--- config.mk ---
export PLATFORM = sky130hd
export DESIGN_NAME = pipe_shifter
export DESIGN_NICKNAME = d
export VERILOG_FILES = /design/src/rtl/pipe_shifter.sv
export SDC_FILE = /design/constraint.sdc
export NUM_CORES = 1
export LEC_CHECK = 0
export BUFFER_PORTS_ARGS = -buffer_cell sky130_fd_sc_hd__buf_2
export CORE_UTILIZATION = 48
export DETAILED_ROUTE_END_ITERATION = 7
export GPL_ROUTABILITY_DRIVEN = 1
export GPL_TIMING_DRIVEN = 0
export PLACE_DENSITY = 0.74
export SETUP_SLACK_MARGIN = 0.3
export SYNTH_ARGS = -nofsm -noshare
export SYNTH_HDL_FRONTEND = slang
export SYNTH_SLANG_ARGS = --single-unit
--- constraint.sdc ---
create_clock -name Clk -period 3.8 [get_ports Clk]
set_input_delay 0.76 -clock Clk [delete_from_list [all_inputs] [get_ports Clk]]
set_output_delay 0.76 -clock Clk [all_outputs]
set_load 0.02 [all_outputs]
--- src/rtl/pipe_shifter.sv ---
// Pipelined multi-mode barrel shifter: SHL, SHR logical, SHR arithmetic, ROTL.
// Stage 0 captures the operand. Stages 1..LOG2W each conditionally shift by a
// power of two. Oversize amounts are resolved at the final stage. The whole
// pipe freezes while the output is held by backpressure.
module pipe_shifter #(
    parameter int unsigned DATAWIDTH = 8
) (
    input  logic                 Clk,
    input  logic                 Rst,
    input  logic [DATAWIDTH-1:0] a,
    input  logic [DATAWIDTH-1:0] sh_amt,
    input  logic [1:0]           mode,
    input  logic                 in_valid,
    output logic                 in_ready,
    output logic [DATAWIDTH-1:0] d,
    output logic                 d_valid,
    input  logic                 d_ready
);

    localparam int unsigned LOG2W = $clog2(DATAWIDTH);
    localparam int unsigned NS    = LOG2W + 1;

    localparam logic [1:0] ModeShl = 2'b00;
    localparam logic [1:0] ModeShr = 2'b01;
    localparam logic [1:0] ModeSar = 2'b10;

    typedef logic [DATAWIDTH-1:0] word_t;

    // Data and valid exist for every stage. Sideband is only needed up to the
    // stage that feeds the final shift step.
    word_t            data_q [NS];
    word_t            data_d [NS];
    logic [NS-1:0]    valid_q, valid_d;
    logic [1:0]       mode_q [LOG2W];
    logic [1:0]       mode_d [LOG2W];
    logic [LOG2W-1:0] amt_q  [LOG2W];
    logic [LOG2W-1:0] amt_d  [LOG2W];
    logic [LOG2W-1:0] big_q, big_d;
    logic [LOG2W-1:0] sign_q, sign_d;
    logic             stall;
    word_t            step;

    // One shift step by a fixed power-of-two distance n (n <= DATAWIDTH/2).
    function automatic word_t shift_step(word_t x, logic [1:0] m, logic s, int unsigned n);
        word_t r;
        case (m)
            ModeShl: r = x << n;
            ModeShr: r = x >> n;
            ModeSar: r = (x >> n) | (s ? ~(~word_t'(0) >> n) : word_t'(0));
            default: r = (x << n) | (x >> (DATAWIDTH - n));
        endcase
        return r;
    endfunction

    // Backpressure freezes every stage; input readiness follows directly.
    always_comb begin
        stall    = valid_q[NS-1] && !d_ready;
        in_ready = !stall;
    end

    // Next-state for all stages: capture at stage 0, one shift step per later stage.
    always_comb begin
        data_d[0]  = a;
        valid_d    = '0;
        valid_d[0] = in_valid;
        mode_d[0]  = mode;
        amt_d[0]   = sh_amt[LOG2W-1:0];
        big_d      = '0;
        big_d[0]   = (sh_amt >> LOG2W) != '0;
        sign_d     = '0;
        sign_d[0]  = a[DATAWIDTH-1];
        step       = '0;

        for (int k = 1; k < LOG2W; k++) begin
            mode_d[k] = mode_q[k-1];
            amt_d[k]  = amt_q[k-1];
            big_d[k]  = big_q[k-1];
            sign_d[k] = sign_q[k-1];
        end

        for (int k = 1; k < NS; k++) begin
            step = data_q[k-1];
            if (amt_q[k-1][k-1]) begin
                step = shift_step(data_q[k-1], mode_q[k-1], sign_q[k-1], 1 << (k - 1));
            end
            // Oversize override; rotate keeps the mod-width result.
            if (k == LOG2W && big_q[k-1]) begin
                case (mode_q[k-1])
                    ModeShl, ModeShr: step = '0;
                    ModeSar:          step = {DATAWIDTH{sign_q[k-1]}};
                    default:          step = step;
                endcase
            end
            data_d[k]  = step;
            valid_d[k] = valid_q[k-1];
        end
    end

    // Pipeline registers: cleared on reset, all held together during a stall.
    always_ff @(posedge Clk or posedge Rst) begin
        if (Rst) begin
            data_q  <= '{default: '0};
            valid_q <= '0;
            mode_q  <= '{default: '0};
            amt_q   <= '{default: '0};
            big_q   <= '0;
            sign_q  <= '0;
        end else if (!stall) begin
            data_q  <= data_d;
            valid_q <= valid_d;
            mode_q  <= mode_d;
            amt_q   <= amt_d;
            big_q   <= big_d;
            sign_q  <= sign_d;
        end
    end

    assign d       = data_q[NS-1];
    assign d_valid = valid_q[NS-1];

endmodule
=== Word level (Yosys, flattened, before mapping) ===
Index checks and enable logic that the tools add are counted.
W data, S select, Z words.

* Reductions and logical operators: 8
* Muxes and demuxes: 11
* Eq/ne operators: 6
* Bitwise gates (word level): 6

{| class="wikitable"
|+ Operators by type and width
! kind !! number
|-
| $pmux W8 S3 || 3
|-
| $mux W8 || 7
|-
| $pmux W8 S2 || 1
|-
| $or A4 B8 Y8 || 1
|-
| $or A6 B8 Y8 || 1
|-
| $or A7 B8 Y8 || 1
|-
| $or A8 B1 Y8 || 1
|-
| $or A8 B2 Y8 || 1
|-
| $or A8 B4 Y8 || 1
|-
| $reduce_bool A8 Y1 || 1
|-
| $eq A2 B1 Y1 const B || 3
|-
| $eq A2 B2 Y1 const B || 3
|-
| $logic_not A2 Y1 || 3
|-
| $logic_not A1 Y1 || 2
|-
| $reduce_or A2 Y1 || 1
|-
| $logic_and A1 B1 Y1 || 1
|}

* Output and inout bits: 10
* Flip-flop bits (word level): 57
* Input port bits: 22
* Logic and storage cells: 44

=== Logic depth before layout (Yosys ltp) ===
* Word-level depth: 6
* Mapped depth: 7

=== Worst setup path before layout ===
No wires, ideal clock.

* Path type: input-to-output
* Start: input port d_ready
* End: output port in_ready
* Stages: 5
* Path slack: 1.531 ns
* Data arrival time: 1.509 ns
* Path through: nor2b_1 > buf_2 > inv_1 > clkbuf_1 > buf_2

* Longest elaborated chain between the ends: 3

{| class="wikitable"
|+ RTL lines
! what !! RTL line !! RTL
|-
| from (decl) || 17 || <nowiki>input logic d_ready</nowiki>
|-
| $logic_not A1 Y1 || 57 || <nowiki>stall = valid_q[NS-1] && !d_ready;</nowiki>
|-
| $logic_and A1 B1 Y1 || 57 ||
|-
| $logic_not A1 Y1 || n/a ||
|-
| to (decl) || 14 || <nowiki>output logic in_ready,</nowiki>
|}

No other way between the ends.

=== Worst setup path after layout ===
Ends and elaborated chain as after synthesis.

==> results.md <==
* CTS Buffer Depth at 2
* Vias in the first global route at 1925
* Total length of routed wires at 5270 um
* Clock transition at the registers of the reported paths at 90 ps
* Nets at 346
* Layout cell share with drive strength beyond 1 at 0.179
* Num rows at 26
* Sequential cell area at 1330 um2
* RR Startpoint: valid_q[3]$_DFFE_PP0N_
* Total power at 0.00242 W
* Final min period at 2780 ps
* Die W at 75.3 um
* CP max stage delay at 380 ps
* Die Y at 75.3 um
* Max-Slew Margin vs Limit at 0.454
* First-pass GRT wire length at 9040 um
* Final ANT Viol Nets at 0
* F_max at 0.359 GHz
* Setup_tns at 0 ps
* H-tree depth at 2
* Flop-to-flop setup slack at 1970 ps
* CTS tree: yes
* Filler Cell Count at 495
* Synth Register Bits at 53
* Least-Margin Pin Slew at 814 ps
* Pwr Density at 822 nW/um2
* Worst path slowest cell: clkbuf_1
* Global-route usage over all layers at 0.217
* Mapped cell area at 2580 um2
* Largest net degree at the start of global routing at 37
* Worst path required time at 3040 ps
* Critical Path, Cell by Cell: buf_2, nor2b_1, buf_2, inv_1, clkbuf_1, buf_2, buf_2
* Root buffer cell: clkbuf_8
* Starting Density at 0.502
* Worst vdd ir at 312 uV
* Total core area at 5140 um2
* Maxcap violations at 0
* Vias post-DR at 2036
* Delay-heaviest family, CP: buffers and inverters
* Routed wire length per instance at 13.4 um
* Die area at 5670 um2
* Gate Count Post-Synth at 285
* Drt pass-1 iters at 4
* RR Endpoint: amt_d[1]$_DFFE_PP0N_
* Multi-input logic area at 1100 um2
* Worst skew pair latency at 310 ps
* Final hold vios at 0
* Worst-path maximum fanout at 10
* Outcome: finished, final reports clean
* DRT iter0 DRCs at 137
* Avg Synthesized Cell Area at 9.05 um2
* Final Cycle Share at 0.732
* Vias per inst at 5.17
* Syn-to-layout area delta at 14.2%
* Setup Buffers After CTS at 0
* Initial antenna violation count at 0
* Synth Net Count at 307
* Hold Buf Count CTS at 0
* RSZ-0062 raised after global routing: false
* Worst Hold Class: in2async
* Pleak at 1.44 nW
* Yosys cell types at 26
* Global route overflow at 0
* Placer Congestion at 0.835
* Top Ports at 32
* Clock net sink count at 53
* Crit path top cell by count: buf_2
* Crit end category: output port
* Ant diodes at 0
* DP HPWL at 3820 um
* Worst Path Arrival at 2020 ps
* Setup Skew at 8.81 ps
* Final Max Slew Viols at 0
* Sequential area share after synthesis at 0.514
* Num CTS Buffers at 5
* Quantity of I/O buffers inserted on ports at 31
* Final setup violation count at 0
* Remaining DRCs at 0
* Cell taking the most area after synthesis: dfrtp_1
* Reg2reg path depth at 7
* Resized cells post-CTS at 0
* Area share of the largest cell type after synthesis at 0.514
* CP Launch Type: primary input
* Synth warn at 0
* Buf+Inv Stages, Crit Path at 6
* WS Path Type: in2out
* Area contributors post-synth: dfrtp_1 51%, nand2_1 12%, mux2i_1 7.0%
registers in the layout, indices dropped and copies added, names as in the netlist:
register / cells
amt_d: 5
amt_q: 1
big_q: 3
d: 8
data_q: 23
mode_d: 4
mode_q: 2
sign_q: 3
valid_q: 4
power breakdown:
| group | internal (W) | switching (W) | total [W] |
|---|---|---|---|
| Combinational | 0.000443 | 0.000589 | 0.00103 |
| Clock | 0.000192 | 0.000177 | 0.000369 |
| Sequential | 0.000799 | 0.000222 | 0.00102 |
| Total | 0.00143 | 0.000987 | 0.00242 |
layout by cell type (no fill, tap or decap), types with 2 or more instances in the layout:
cell      instances
dfrtp_1          53
nor2_1           13
a21o_1            3
nand2_1          84
nand2b_1          2
clkbuf_1         11
mux2i_1          18
a211oi_1          4
o21ai_2           2
nor2b_1           2
buf_4             8
o211ai_1         10
nand3_1           7
buf_2            37
nor3b_1           6
o21ai_0          21
inv_1             5
clkbuf_8          5
a21oi_1          17
nor3_1            3
a211o_1           2
a31oi_1           2
cells in the mapped netlist:
library cell,instances
a211o_1,2
a211oi_1,4
a21boi_1,1
a21o_1,3
a21oi_1,17
a31oi_1,2
a41oi_2,1
and3b_1,1
buf_2,6
buf_4,8
clkbuf_1,11
dfrtp_1,53
inv_1,6
mux2i_1,18
nand2_1,84
nand2b_1,2
nand3_1,7
nor2_1,13
nor2b_1,2
nor3_1,3
nor3b_1,6
o211ai_1,10
o21ai_0,21
o21ai_2,2
xnor2_1,1
xor2_4,1
routing by layer:
| layer | wire length [um] | part of all wire | GRT usage | vias to the layer above |
|---|---|---|---|---|
| met1 | 2330 | 0.44 | 0.256 | 947 |
| met2 | 2640 | 0.50 | 0.391 | 49 |
| met5 | 0 | 0 | 0 | - |
| li1 | - | - | - | 1027 |
| met3 | 199 | 0.038 | 0.0410 | 13 |
| met4 | 102 | 0.019 | 0.0844 | 0 |
logic make-up (layout without fill, tap and decap cells):
| group | after synthesis | in the layout | share of synthesized area |
|---|---|---|---|
| muxes | 18 | 18 | 0.0699 |
| and+or+nand+nor | 118 | 118 | 0.191 |
| xor gates and xnor gates | 2 | 2 | 0.0141 |
| AOI/OAI and AO/OA | 63 | 63 | 0.151 |
| DFF | 53 | 53 | 0.514 |
| buffers and inverters | 31 | 70 | 0.0597 |
worst max path at each step:
stage / start / to / slack, ps / cells past startpoint
floorplan: d_ready / in_ready / 1530 / 5
global placement: d_ready / in_ready / 1030 / 7
detailed placement: d_ready / in_ready / 1000 / 7
CTS: d_ready / in_ready / 1000 / 7
global route: d_ready / in_ready / 890 / 7
finish: d_ready / in_ready / 1020 / 7
area by class of cell:
| cell class | count | area share |
|---|---|---|
| Sequential cell | 53 | 0.450 |
| Multi-Input combinational cell | 201 | 0.373 |
| Clock buffer | 5 | 0.0234 |
| Timing Repair Buffer | 32 | 0.0595 |
| Buffer | 25 | 0.0446 |
| Inverter | 6 | 0.00765 |
| Clock inverter | 2 | 0.0119 |
| Tap cell | 70 | 0.0297 |
per-stage QoR:
stage               setup WS (ps)  cells  hold WS (ps)  utilization  cell area [um2]
floorplan                    1530    285           430            -             2580
global placement             1030    386           441        0.549             2820
detailed placement           1000    387           456        0.553             2840
CTS                           999    394           431        0.573             2950
global route                  886    394           450        0.573             2950
finish                       1020    394           421        0.573             2950
Note: power is estimated with default switching activity, not from simulation.
